[src/rtl/serial_pkg.sv]
// Shared definitions for the serial link: transmitter state encoding,
// line levels and small sizing helpers. The serial receiver uses it too.
package serial_pkg;

    typedef enum logic [1:0] {
        IDLE  = 2'd0,
        START = 2'd1,
        DATA  = 2'd2,
        STOP  = 2'd3
    } tx_state_t;

    localparam logic IDLE_LVL  = 1'b1;
    localparam logic START_LVL = 1'b0;
    localparam logic STOP_LVL  = 1'b1;

    // Width of a counter that runs 0..n-1, never narrower than one bit.
    function automatic int unsigned cnt_width(input int unsigned n);
        if (n <= 32'd1) begin
            return 32'd1;
        end else begin
            return $clog2(n);
        end
    endfunction

    // Cycles from the first start-bit cycle to the last stop-bit cycle.
    function automatic int unsigned frame_cycles(input int unsigned data_w,
                                                 input int unsigned clks_per_bit);
        return (data_w + 32'd2) * clks_per_bit;
    endfunction

endpackage

[src/rtl/serial_tx_if.sv]
// Word handshake plus serial line status between a producer and serial_tx.
interface serial_tx_if #(
    parameter int unsigned DATA_W = 8
);
    logic [DATA_W-1:0] tx_data;
    logic              tx_valid;
    logic              tx_ready;
    logic              tx_out;
    logic              tx_busy;
    logic              tx_done;

    // Producer side: offers words, observes line and status.
    modport master (
        output tx_data,
        output tx_valid,
        input  tx_ready,
        input  tx_out,
        input  tx_busy,
        input  tx_done
    );

    // Transmitter side.
    modport slave (
        input  tx_data,
        input  tx_valid,
        output tx_ready,
        output tx_out,
        output tx_busy,
        output tx_done
    );
endinterface

[src/rtl/serial_tx_bit_timer.sv]
// Bit-period timer: counts 0..CLKS_PER_BIT-1 and wraps. tick is high in the
// last cycle of each bit period, so the owner advances on that edge.
// clear restarts the period at count 0 on the next cycle.
module bit_timer
    import serial_pkg::*;
#(
    parameter int unsigned CLKS_PER_BIT = 4
) (
    input  logic clk,
    input  logic reset,
    input  logic clear,
    output logic tick
);
    localparam int unsigned     CNT_W = cnt_width(CLKS_PER_BIT);
    localparam logic [CNT_W-1:0] LAST  = CNT_W'(CLKS_PER_BIT - 32'd1);

    logic [CNT_W-1:0] count_r;
    logic [CNT_W-1:0] count_nxt_s;
    logic             tick_r;

    // Next count: restart on clear or wrap, otherwise increment.
    always_comb begin
        count_nxt_s = count_r;
        if (clear || (count_r == LAST)) begin
            count_nxt_s = '0;
        end else begin
            count_nxt_s = count_r + CNT_W'(1);
        end
    end

    // Count register and registered wrap flag (flag tracks "count is LAST").
    always_ff @(posedge clk) begin
        if (!reset) begin
            count_r <= '0;
            tick_r  <= (LAST == '0);
        end else begin
            count_r <= count_nxt_s;
            tick_r  <= (count_nxt_s == LAST);
        end
    end

    assign tick = tick_r;

endmodule

[src/rtl/serial_tx.sv]
// Parallel-to-serial frame transmitter. Idle-high line; each frame is one
// start bit (0), DATA_W data bits LSB first, one stop bit (1), each held for
// CLKS_PER_BIT clocks. All outputs come straight from flops.
module serial_tx
    import serial_pkg::*;
#(
    parameter int unsigned DATA_W       = 8,
    parameter int unsigned CLKS_PER_BIT = 4
) (
    input  logic        clk,
    input  logic        reset,
    serial_tx_if.slave  bus
);
    localparam int unsigned      IDX_W    = cnt_width(DATA_W);
    localparam logic [IDX_W-1:0] LAST_IDX = IDX_W'(DATA_W - 32'd1);

    tx_state_t         state_r;
    logic [DATA_W-1:0] shift_r;
    logic [IDX_W-1:0]  idx_r;
    logic              tx_out_r;
    logic              busy_r;
    logic              done_r;
    logic              ready_r;

    logic              accept_s;
    logic              tick_s;
    logic [DATA_W-1:0] shift_nxt_s;

    assign accept_s    = bus.tx_valid && ready_r;
    assign shift_nxt_s = shift_r >> 1;

    bit_timer #(
        .CLKS_PER_BIT (CLKS_PER_BIT)
    ) u_bit_timer (
        .clk   (clk),
        .reset (reset),
        .clear (accept_s),
        .tick  (tick_s)
    );

    // Frame FSM: sequences start/data/stop bits and registers every output.
    always_ff @(posedge clk) begin
        if (!reset) begin
            state_r  <= IDLE;
            shift_r  <= '0;
            idx_r    <= '0;
            tx_out_r <= IDLE_LVL;
            busy_r   <= 1'b0;
            done_r   <= 1'b0;
            ready_r  <= 1'b1;
        end else begin
            done_r <= 1'b0;
            case (state_r)
                IDLE: begin
                    if (accept_s) begin
                        shift_r  <= bus.tx_data;
                        idx_r    <= '0;
                        state_r  <= START;
                        tx_out_r <= START_LVL;
                        busy_r   <= 1'b1;
                        ready_r  <= 1'b0;
                    end else begin
                        tx_out_r <= IDLE_LVL;
                        busy_r   <= 1'b0;
                        ready_r  <= 1'b1;
                    end
                end
                START: begin
                    if (tick_s) begin
                        state_r  <= DATA;
                        tx_out_r <= shift_r[0];
                    end else begin
                        tx_out_r <= START_LVL;
                    end
                end
                DATA: begin
                    if (tick_s) begin
                        if (idx_r == LAST_IDX) begin
                            state_r  <= STOP;
                            tx_out_r <= STOP_LVL;
                        end else begin
                            shift_r  <= shift_nxt_s;
                            tx_out_r <= shift_nxt_s[0];
                            idx_r    <= idx_r + IDX_W'(1);
                        end
                    end else begin
                        tx_out_r <= shift_r[0];
                    end
                end
                STOP: begin
                    if (tick_s) begin
                        state_r  <= IDLE;
                        tx_out_r <= IDLE_LVL;
                        busy_r   <= 1'b0;
                        ready_r  <= 1'b1;
                        done_r   <= 1'b1;
                    end else begin
                        tx_out_r <= STOP_LVL;
                    end
                end
                default: begin
                    state_r  <= IDLE;
                    tx_out_r <= IDLE_LVL;
                    busy_r   <= 1'b0;
                    ready_r  <= 1'b1;
                end
            endcase
        end
    end

    assign bus.tx_ready = ready_r;
    assign bus.tx_out   = tx_out_r;
    assign bus.tx_busy  = busy_r;
    assign bus.tx_done  = done_r;

endmodule

[src/flat_wrapper.sv]
// flat-port wrapper written by rule: the top's interface ports become plain ports
module serial_tx_flat import serial_pkg::*;
#(
    parameter int unsigned DATA_W       = 8,
    parameter int unsigned CLKS_PER_BIT = 4
)
  (clk, reset, bus_tx_data, bus_tx_valid, bus_tx_ready, bus_tx_out, bus_tx_busy, bus_tx_done);
  serial_tx_if #(.DATA_W(DATA_W)) bus_i ();
  input  logic clk;
  input  logic reset;
  input wire logic [$bits(bus_i.tx_data)-1:0] bus_tx_data;
  input wire logic [$bits(bus_i.tx_valid)-1:0] bus_tx_valid;
  output wire logic [$bits(bus_i.tx_ready)-1:0] bus_tx_ready;
  output wire logic [$bits(bus_i.tx_out)-1:0] bus_tx_out;
  output wire logic [$bits(bus_i.tx_busy)-1:0] bus_tx_busy;
  output wire logic [$bits(bus_i.tx_done)-1:0] bus_tx_done;
  assign bus_i.tx_data = bus_tx_data;
  assign bus_i.tx_valid = bus_tx_valid;
  assign bus_tx_ready = bus_i.tx_ready;
  assign bus_tx_out = bus_i.tx_out;
  assign bus_tx_busy = bus_i.tx_busy;
  assign bus_tx_done = bus_i.tx_done;
  serial_tx #(.DATA_W(DATA_W), .CLKS_PER_BIT(CLKS_PER_BIT)) u_core (.clk(clk), .reset(reset), .bus(bus_i));
endmodule
[config.mk]
export PLATFORM = sky130hd
export DESIGN_NAME = serial_tx_flat
export DESIGN_NICKNAME = d
export VERILOG_FILES = /design/src/rtl/serial_pkg.sv /design/src/rtl/serial_tx_if.sv /design/src/rtl/serial_tx_bit_timer.sv /design/src/rtl/serial_tx.sv /design/src/flat_wrapper.sv
export SDC_FILE = /design/constraint.sdc
export NUM_CORES = 1
export LEC_CHECK = 0
export CORE_ASPECT_RATIO = 0.7
export CORE_UTILIZATION = 55
export CTS_BUF_LIST = sky130_fd_sc_hd__clkbuf_16
export CTS_CLUSTER_DIAMETER = 80
export DETAILED_ROUTE_END_ITERATION = 10
export PLACE_DENSITY = 0.81
export SKIP_LAST_GASP = 1
export SLEW_MARGIN = 20
export SYNTH_ARGS = -nofsm -noshare
export SYNTH_HDL_FRONTEND = slang
export SYNTH_SLANG_ARGS = --single-unit
[constraint.sdc]
create_clock -name clk -period 3.85 [get_ports clk]
set_input_delay 1.155 -clock clk [delete_from_list [all_inputs] [get_ports clk]]
set_output_delay 1.155 -clock clk [all_outputs]
set_load 0.01 [all_outputs]
* Word level (Yosys, flattened, before mapping)
Cells that the tools add are included.
** Storage, ports and cells
- Input port bits :: 11
- Memories kept :: 0
- Logic and storage cells :: 58
- Memory bits (read-only) :: 0
- RAM bits :: 0
- Flip-flop bits (word level) :: 20
- Output and inout port bits :: 4
- Latch bits :: 0
** Cells by class
- Shift operators :: 0
- Divide/modulo/power cells :: 0
- Reduce and logical (&&, ||, !) cells :: 9
- Mux-type cells :: 26
- Equality and inequality tests :: 12
- Add/sub/neg operators :: 2
- $lt $le $gt $ge :: 0
- Multipliers :: 0
- Bitwise logic cells :: 0
** Operators with widths (number)
- $mux 8 :: 3
- $pmux 8 s2 :: 1
- $mux 2 :: 6
- $ne 2x2->1 const B :: 5
- $mux 3 :: 3
- $eq 2x2->1 const B :: 4
- $mux 1 :: 8
- $pmux 2 s4 :: 1
- $pmux 3 s2 :: 1
- $reduce_and 5->1 :: 1
- $pmux 1 s2 :: 2
- $pmux 1 s4 :: 1
- $reduce_and 2->1 :: 2
- $reduce_and 4->1 :: 1
- $reduce_bool 2->1 :: 2
- $add 3x1->3 const B :: 1
- $eq 3x3->1 const B :: 1
- $add 2x1->2 const B :: 1
- $eq 2x1->1 const B :: 1
- $logic_not 2->1 :: 1
- $ne 2x1->1 const B :: 1
- $logic_and 1x1->1 :: 1
- $logic_or 1x1->1 :: 1

* Longest topological paths before layout
Gate-level depths: netlist (run 1).
- Depth in word-level cells :: 4
- Depth in mapped cells :: 7

* Cells and area by module
From an unflattened synthesis (run 1), not the netlist that was laid out.
** Second synthesis, totals
- Cells, all modules :: 110
- Area, all modules :: 1036.0 sq um
** By module, submodules not included
- serial_tx :: cells an instance 102, times used 1, area an instance 927.1 sq um
- bit_timer :: cells an instance 8, times used 1, area an instance 108.9 sq um

* Least setup slack after synthesis (run 1)
OpenSTA, ideal clock, no wires.
- Path type :: input port to flip-flop
- From :: in bus_tx_valid
- To :: reg u_core.shift_r[2]
- Library setup time :: 0.072 ns
- Arrival time :: 1.929 ns
- Setup slack :: 1.849 ns
- Stages on the path :: 3
- Required time :: 3.778 ns
- Path buffers :: 0
- Path through :: a21boi_0 -> a211oi_1 -> mux2i_1
** Between the ends
- Cells in the longest elaborated chain, start to end :: 3
** RTL lines
- start: declaration :: RTL line flat_wrapper.sv:12 : input wire logic [$bits(bus_i.tx_valid)-1:0] bus_tx_valid;
- $logic_and 1x1->1 :: RTL line serial_tx.sv:29 : assign accept_s = bus.tx_valid && ready_r;
- $ne 2x2->1 (no line)
- $reduce_and 4->1 (no line)
- end signal: assignment :: RTL line serial_tx.sv:56 : shift_r <= bus.tx_data;
- end signal: assignment :: RTL line serial_tx.sv:82 : shift_r <= shift_nxt_s;
- end: declaration :: RTL line serial_tx.sv:18 : logic [DATA_W-1:0] shift_r;
No other way between the ends.
A chain may end at the register's enable or synchronous reset.

* Worst setup path after layout (run 1)
- From :: in bus_tx_valid
- To :: reg u_core.shift_r[7]
Same word-level chain as after synthesis.

==> summary.md, run 1 <==
| Metric | Value |
|---|---|
| Outcome | finished, final reports clean |
| Worst endpoint required time | about 3900 ps |
| First-pass GRT wire length | 3420 um |
| Most common cell after layout, fill and taps aside | nand2_1 |
| Gpl congestion | 0.776 |
| WP buf/inv | 1 |
| Max cap viols | 0 |
| Max Fclk | 385 MHz |
| Most frequent cells in the layout | nand2_1 (25), dfxtp_1 (20), clkdlybuf4s50_1 (14), mux2i_1 (10) |
| CP max stage delay | just over 600 ps |
| Vias per inst | approximately 5.7 |
| Synth Instances | 110 |
| Iter 0 DRT Violations | 13 |
| Slew headroom | about 36% |
| Worst setup path class | in -> reg |
| # nets final | approximately 140 |
| Worst skew pair latency | approximately 250 ps |
| Tightest Pin Transition | 950 ps |
| Num CTS Buffers | 3 |
| Peak supply drop | 590 uV |
| Core area | 0.00167 mm2 |
| Worst R2R Setup Slack | approximately 1700 ps |
| Largest net degree at the start of global routing | 33 |
| Crit path time final | roughly 2600 ps |
| R2R cell count | 5 |
| Sequential area share after synthesis | between 30% and 40% |
| Clock-pin transition on the worst setup and hold timing paths | ~60 ps |
| Post-DP HPWL | ~1500 um |
| Yosys reg bits | 20 |
| DR vias | a little over 800 |
| Delay-heaviest family, CP | compound AO/OA/AOI/OAI gates |
| RSZ-0062 raised after global routing | no |
| # setup viols final | 0 |
| Initial antenna violation count | 0 |
| Drt wl/cell | 15.0 um |
| Critical Path AT | ~2700 ps |
| Clock H-tree levels | 1 |
| Area Overhead vs Synth | 23.9% |
| Post-cts resize count | 0 |
| Max Fanout on Critical Path | 5 |
| Die Span Y | roughly 38 um |
| Power per cell area | 758 mW/mm2 |
| Critical R2R Capture | u_core.shift_r[7] |
| Pre-CTS WS | ~1100 ps |
| Slew Viols, Final | 0 |
| Avg Inst Size Synth | between 9 and 10 um2 |
| Final clock skew | roughly 2.3 ps |
| Cell Chain, Critical Path | clkdlybuf4s50_1 > a21boi_0 > a211oi_1 > o22ai_1 |
| Mapped Nets | roughly 130 |
| Routed WL | roughly 2200 um |
| I/O Pins | 15 |
| Gr ovfl total | 0 |
| Die width | about 54 um |
| Final Hold Fails | 0 |
| Die area | 0.00204 mm2 |
| P_leak | about 0.56 nW |
| Worst setup SP type | input port |
| Post-synthesis cell type count | 27 |
| Synth warn | 0 |
| Setup TNS Final | 0 ps |
| Crit path depth | 4 |
| Worst setup margin | approximately 1300 ps |
| Vias in the first global route | between 700 and 800 |
| Ratio of cells with drive above 1 in the final layout | about a tenth |
| GRT Util Overall | around 25% |
| End point of the critical path | u_core.shift_r[7] |
| Drc violations | 0 |
| Worst hold path class | reg -> reg |
| Worst r2r src | u_core.state_r[0] |
| Rows | 12 |
| Antenna violation net count after detailed routing | 0 |
| Port buffer count | 14 |
| Pre-antenna DRT Iters | 4 |
| Maximum clock path buffer count | 2 |
| ANT cells | 0 |
| TritonCTS clock tree | yes |
| Hold buffer count at cts | 0 |
| Tcrit/Tclk final | 67.4% |
| Clk root buf | clkbuf_16 |
| CTS Sinks | 20 |
| CP Capture Type | flip-flop |
| CP startpoint | bus_tx_valid |
| Starting Density | 61.6% |
| Mapped Area | 0.00103 mm2 |
| Slowest stage cell, crit path | a211oi_1 |
| Setup Buffers After CTS | 0 |
[where the power goes]
group	switching [mW]	internal [mW]	total, mW
registers	0.0430	0.269	0.312
clock network	0.0800	0.206	0.286
logic	0.187	0.178	0.365
[kinds of logic after synthesis]
group | synth area share [%]
buf+inv | 4.39
simple gates | 18.0
flops | 39.0
fa+ha+maj | 9.76
compound gates | 10.2
mux | 18.5
[stage by stage]
| step | cell area [um2] | std cells | util (%) | hold slack (ps) | total power, mW |
|---|---|---|---|---|---|
| final | 1270 | 143 | 76.3 | 461 | 0.964 |
| after global routing | 1270 | 143 | 76.3 | 478 | 1.01 |
| after CTS | 1270 | 143 | 76.3 | 461 | 0.962 |
| after detailed placement | 1170 | 139 | 70.0 | 452 | 0.669 |
| after global placement | 1170 | 139 | 70.0 | 444 | 0.652 |
| after floorplan | 1030 | 110 | - | 431 | 0.582 |
[synth_stat cells]
master / number / area [um2]
nor3b_1: 1 / 7.51
nand2b_1: 2 / 12.5
and2_1: 1 / 6.26
o211a_1: 1 / 10.0
o21ai_0: 2 / 10.0
o22ai_1: 4 / 25.0
and3_1: 2 / 12.5
buf_2: 3 / 15.0
mux2i_1: 10 / 100
mux2_2: 8 / 90.1
a2111oi_0: 1 / 8.76
ha_1: 8 / 100
o2bb2ai_1: 2 / 17.5
a21boi_0: 1 / 7.51
nand2_1: 25 / 93.8
dfxtp_1: 20 / 400
inv_1: 5 / 18.8
a211o_1: 1 / 8.76
or3b_2: 1 / 8.76
or3_1: 1 / 6.26
a211oi_1: 1 / 7.51
nand3_1: 1 / 5.00
a221o_1: 1 / 10.0
and4b_1: 1 / 10.0
nor2_1: 2 / 7.51
nand3b_1: 2 / 15.0
clkbuf_1: 3 / 11.3
[worst reg2reg max path: cells and delay by family, from the launching register on]
kind | cells | cell delay, ps
flops | 1 | 340
buf+inv | 1 | 120
compound gates | 2 | 830
simple gates | 1 | 160
fa+ha+maj | 1 | 580
[metal layers]
layer / global-route usage [%] / vias to the layer above / share of wire, %
met5: 0 / - / 0
met4: 11.8 / 0 / 1.7
met3: 7.14 / 5 / 4.4
met2: 40.0 / 22 / 47
met1: 31.6 / 385 / 47
li1: - / 405 / -
[registers in the layout, indices dropped and copies added, names as in the netlist]
register,cells
u_core.u_bit_timer.count_r,2
u_core.u_bit_timer.tick,1
u_core.bus.tx_ready,1
u_core.bus.tx_busy,1
u_core.bus.tx_out,1
u_core.shift_r,8
u_core.state_r,2
u_core.bus.tx_done,1
u_core.idx_r,3
[cell type report]
| cell class | count | area, um2 |
|---|---|---|
| inverters | 5 | 18.8 |
| clock buffers | 3 | 75.1 |
| multi-input cells | 79 | 581 |
| flip-flops and latches | 20 | 400 |
| well taps | 21 | 26.3 |
| fillers | 121 | 395 |
| clock inverters | 1 | 30.0 |
| repair buffers | 14 | 140 |
[how the worst min path moves through the flow]
stage | start | to | slack (ps) | cells after the start
6_report | u_core.shift_r[4] | u_core.shift_r[4] | 460 | 2
5_1_grt | u_core.shift_r[4] | u_core.shift_r[4] | 480 | 2
4_1_cts | u_core.shift_r[4] | u_core.shift_r[4] | 460 | 2
3_5_place_dp | u_core.shift_r[4] | u_core.shift_r[4] | 450 | 2
3_3_place_gp | u_core.shift_r[4] | u_core.shift_r[4] | 440 | 2
2_1_floorplan | u_core.shift_r[2] | u_core.shift_r[2] | 430 | 2
Power figures use the tool's default switching activity.
==> inputs of run 2 (changes only) <==
- CORE_UTILIZATION: 55 -> 47
- PLACE_DENSITY: 0.81 -> 0.73
- clock period: 3.85 -> 2.2 ns (I/O delays scaled with it)
==> summary.md, run 2 (synthesized netlist as in run 1, its figures left out) <==
| Metric | Value |
|---|---|
| Max Fanout on Critical Path | 5 (unchanged) |
| Iter 0 DRT Violations | 25 (+12) |
| Final Hold Fails | 0 (unchanged) |
| Drc violations | 1 (+1) |
| Vias per inst | 5.44 (-4.7%) |
| Sequential share of power | 32.2% (-0.2 points) |
| Port buffer count | 14 (unchanged) |
| Worst hold path class | reg -> reg |
| Max Fclk | around 520 MHz |
| CP Capture Type | flip-flop |
| Post-cts resize count | 0 (unchanged) |
| Power per cell area | 1300 mW/mm2 (+71%) |
| Worst R2R Setup Slack | 380 ps (-1270 ps) |
| Num CTS Buffers | 3 (unchanged) |
| Worst setup margin | 293 ps (-961 ps) |
| ANT cells | 0 (unchanged) |
| Die Span Y | 41.1 um (+7.7%) |
| Most common cell after layout, fill and taps aside | nand2_1 |
| Pre-CTS WS | 48.0 ps (-1010 ps) |
| Most flops, register | u_core.shift_r |
| Starting Density | 52.6% (-9.0 points) |
| Vias in the first global route | 743 (+3.3%) |
| Drt wl/cell | 13.8 um (-8.4%) |
| Worst skew pair latency | 250 ps (about the same) |
| Pre-antenna DRT Iters | 7 (+3) |
| Clock-pin transition on the worst setup and hold timing paths | 60 ps (about the same) |
| Clk root buf | clkbuf_16 |
| Top Registers | u_core.shift_r x8, u_core.idx_r x3 |
| Max FFs per register | 8 (unchanged) |
| Gr ovfl total | 0 (unchanged) |
| I/O Pins | 15 (unchanged) |
| Critical R2R Capture | u_core.state_r[0] |
| Comb pwr share | 38.3% (+0.4 points) |
| Cells after DPL | 143 (+2.9%) |
| P_leak | 0.579 nW (+2.7%) |
| Largest net degree at the start of global routing | 33 (unchanged) |
| Max cap viols | 0 (unchanged) |
| DR vias | 800 (-2.1%) |
| Crit path time final | approximately 1900 ps |
| Clock H-tree levels | 1 (unchanged) |
| Final clock skew | 2.32 ps (+0.0230 ps) |
| Most frequent cells in the layout | nand2_1 (25), dfxtp_1 (20), clkdlybuf4s50_1 (14), mux2i_1 (10) |
| NetSw | 525 uW (+69%) |
| GRT Util Overall | 20.2% (-5.0 points) |
| Hold path cells | 2 (unchanged) |
| Rows | 13 (+1) |
| Slew headroom | 59.1% (+23 points) |
| Switch share | 31.2% (-0.93 points) |
| # nets final | 145 (+2.1%) |
| Hold buffer count at cts | 0 (unchanged) |
| # setup viols final | 0 (unchanged) |
| Initial antenna violation count | 0 (unchanged) |
| Die area | 0.00238 mm2 (+16%) |
| Final std cells w/o fill | 147 (+2.8%) |
| Post-DP HPWL | 1450 um (-2.0%) |
| Peak supply drop | 744 uV (+26%) |
| TritonCTS clock tree | yes |
| Setup TNS Final | 0 ps (unchanged) |
| Gpl congestion | 0.704 (-9.3%) |
| Tightest Pin Transition | 610 ps (-340 ps) |
| Setup Buffers After CTS | 0 (unchanged) |
| Die width | 57.8 um (+7.9%) |
| RSZ-0062 raised after global routing | no |
| CTS Sinks | 20 (unchanged) |
| Ratio of cells with drive above 1 in the final layout | 12.8% (+2.1 points) |
| Area Overhead vs Synth | 26.2% |
| Tcrit/Tclk final | 86.7% |
| Hold EP | u_core.shift_r[6] |
| Worst setup path class | in -> reg |
| Violated checks | design-rule violations |
| Worst setup SP type | input port |
| Pint | 1.16 mW (+77%) |
| Clock network power share | 29.5% (-0.2 points) |
| Routed WL | 2030 um (-5.9%) |
| Outcome | finished, violations left |
| Antenna violation net count after detailed routing | 0 (unchanged) |
| Critical hold path startpoint | u_core.shift_r[6] |
| Core area | 0.00195 mm2 (+17%) |
| Util after Layout | 66.3% (-9.9 points) |
| Worst r2r src | u_core.state_r[0] |
| Worst endpoint required time | 2380 ps (-1560 ps) |
| Critical Path AT | 2090 ps (-600 ps) |
| Maximum clock path buffer count | 2 (unchanged) |
| R2R cell count | 5 (unchanged) |
| Slew Viols, Final | 0 (unchanged) |
| First-pass GRT wire length | 3360 um (-1.8%) |
## run 2: changes by cell type in the layout (fill, tap and decap cells not counted), sizes merged
cell and change:
buf +3
## run 2: how the worst max path moves through the flow
stage                      start           endpoint  slack [ps]  depth (start not counted)
6_report            bus_tx_valid  u_core.shift_r[2]         290                          4
5_1_grt             bus_tx_valid  u_core.shift_r[2]         150                          4
4_1_cts             bus_tx_valid  u_core.shift_r[2]         300                          4
3_5_place_dp        bus_tx_valid  u_core.shift_r[4]          50                          4
3_3_place_gp        bus_tx_valid  u_core.shift_r[2]          70                          4
2_1_floorplan  u_core.state_r[0]  u_core.state_r[0]         520                          6
## run 2: cell type report
type                    instances  area, um2
fillers                       142        657
multi-input cells              79        581
flip-flops and latches         20        400
repair buffers                 17        163
clock buffers                   3       75.1
clock inverters                 1       30.0
well taps                      22       27.5
inverters                       5       18.8
## run 2: through the flow
step                      hold slack (ps)  power [mW]  cell area (um2)
after floorplan                       431        1.02             1030
after global placement                442        1.16             1190
after detailed placement              456        1.19             1190
after CTS                             471        1.69             1290
after global routing                  486        1.79             1290
final                                 469        1.68             1290
## run 2: critical path, stage by stage
cell	delay (ps)
clkdlybuf4s50_1	480
a21boi_0	160
a211oi_1	540
mux2i_1	250
## run 2: per-layer routing
metal	up-vias	track usage [%]	wire, um
li1	415	-	-
met3	4	7.89	99
met4	0	7.74	25
met2	16	32.8	887
met5	-	0	0
met1	365	24.9	1010
## run 2: power groups by stage
stage	Clock, mW	Combinational (mW)	Sequential (mW)
3_3_place_gp	0	0.620	0.542
6_report	0.497	0.643	0.541
5_1_grt	0.524	0.712	0.555
3_5_place_dp	0	0.639	0.547
4_1_cts	0.503	0.645	0.540
2_1_floorplan	0	0.482	0.537
==> inputs of run 3 (changes only) <==
- SKIP_LAST_GASP: 1 -> unset
- SLEW_MARGIN: 20 -> 5
==> results of run 3 <==
No change in the layout: final DEF, timing and power equal those of run 2.
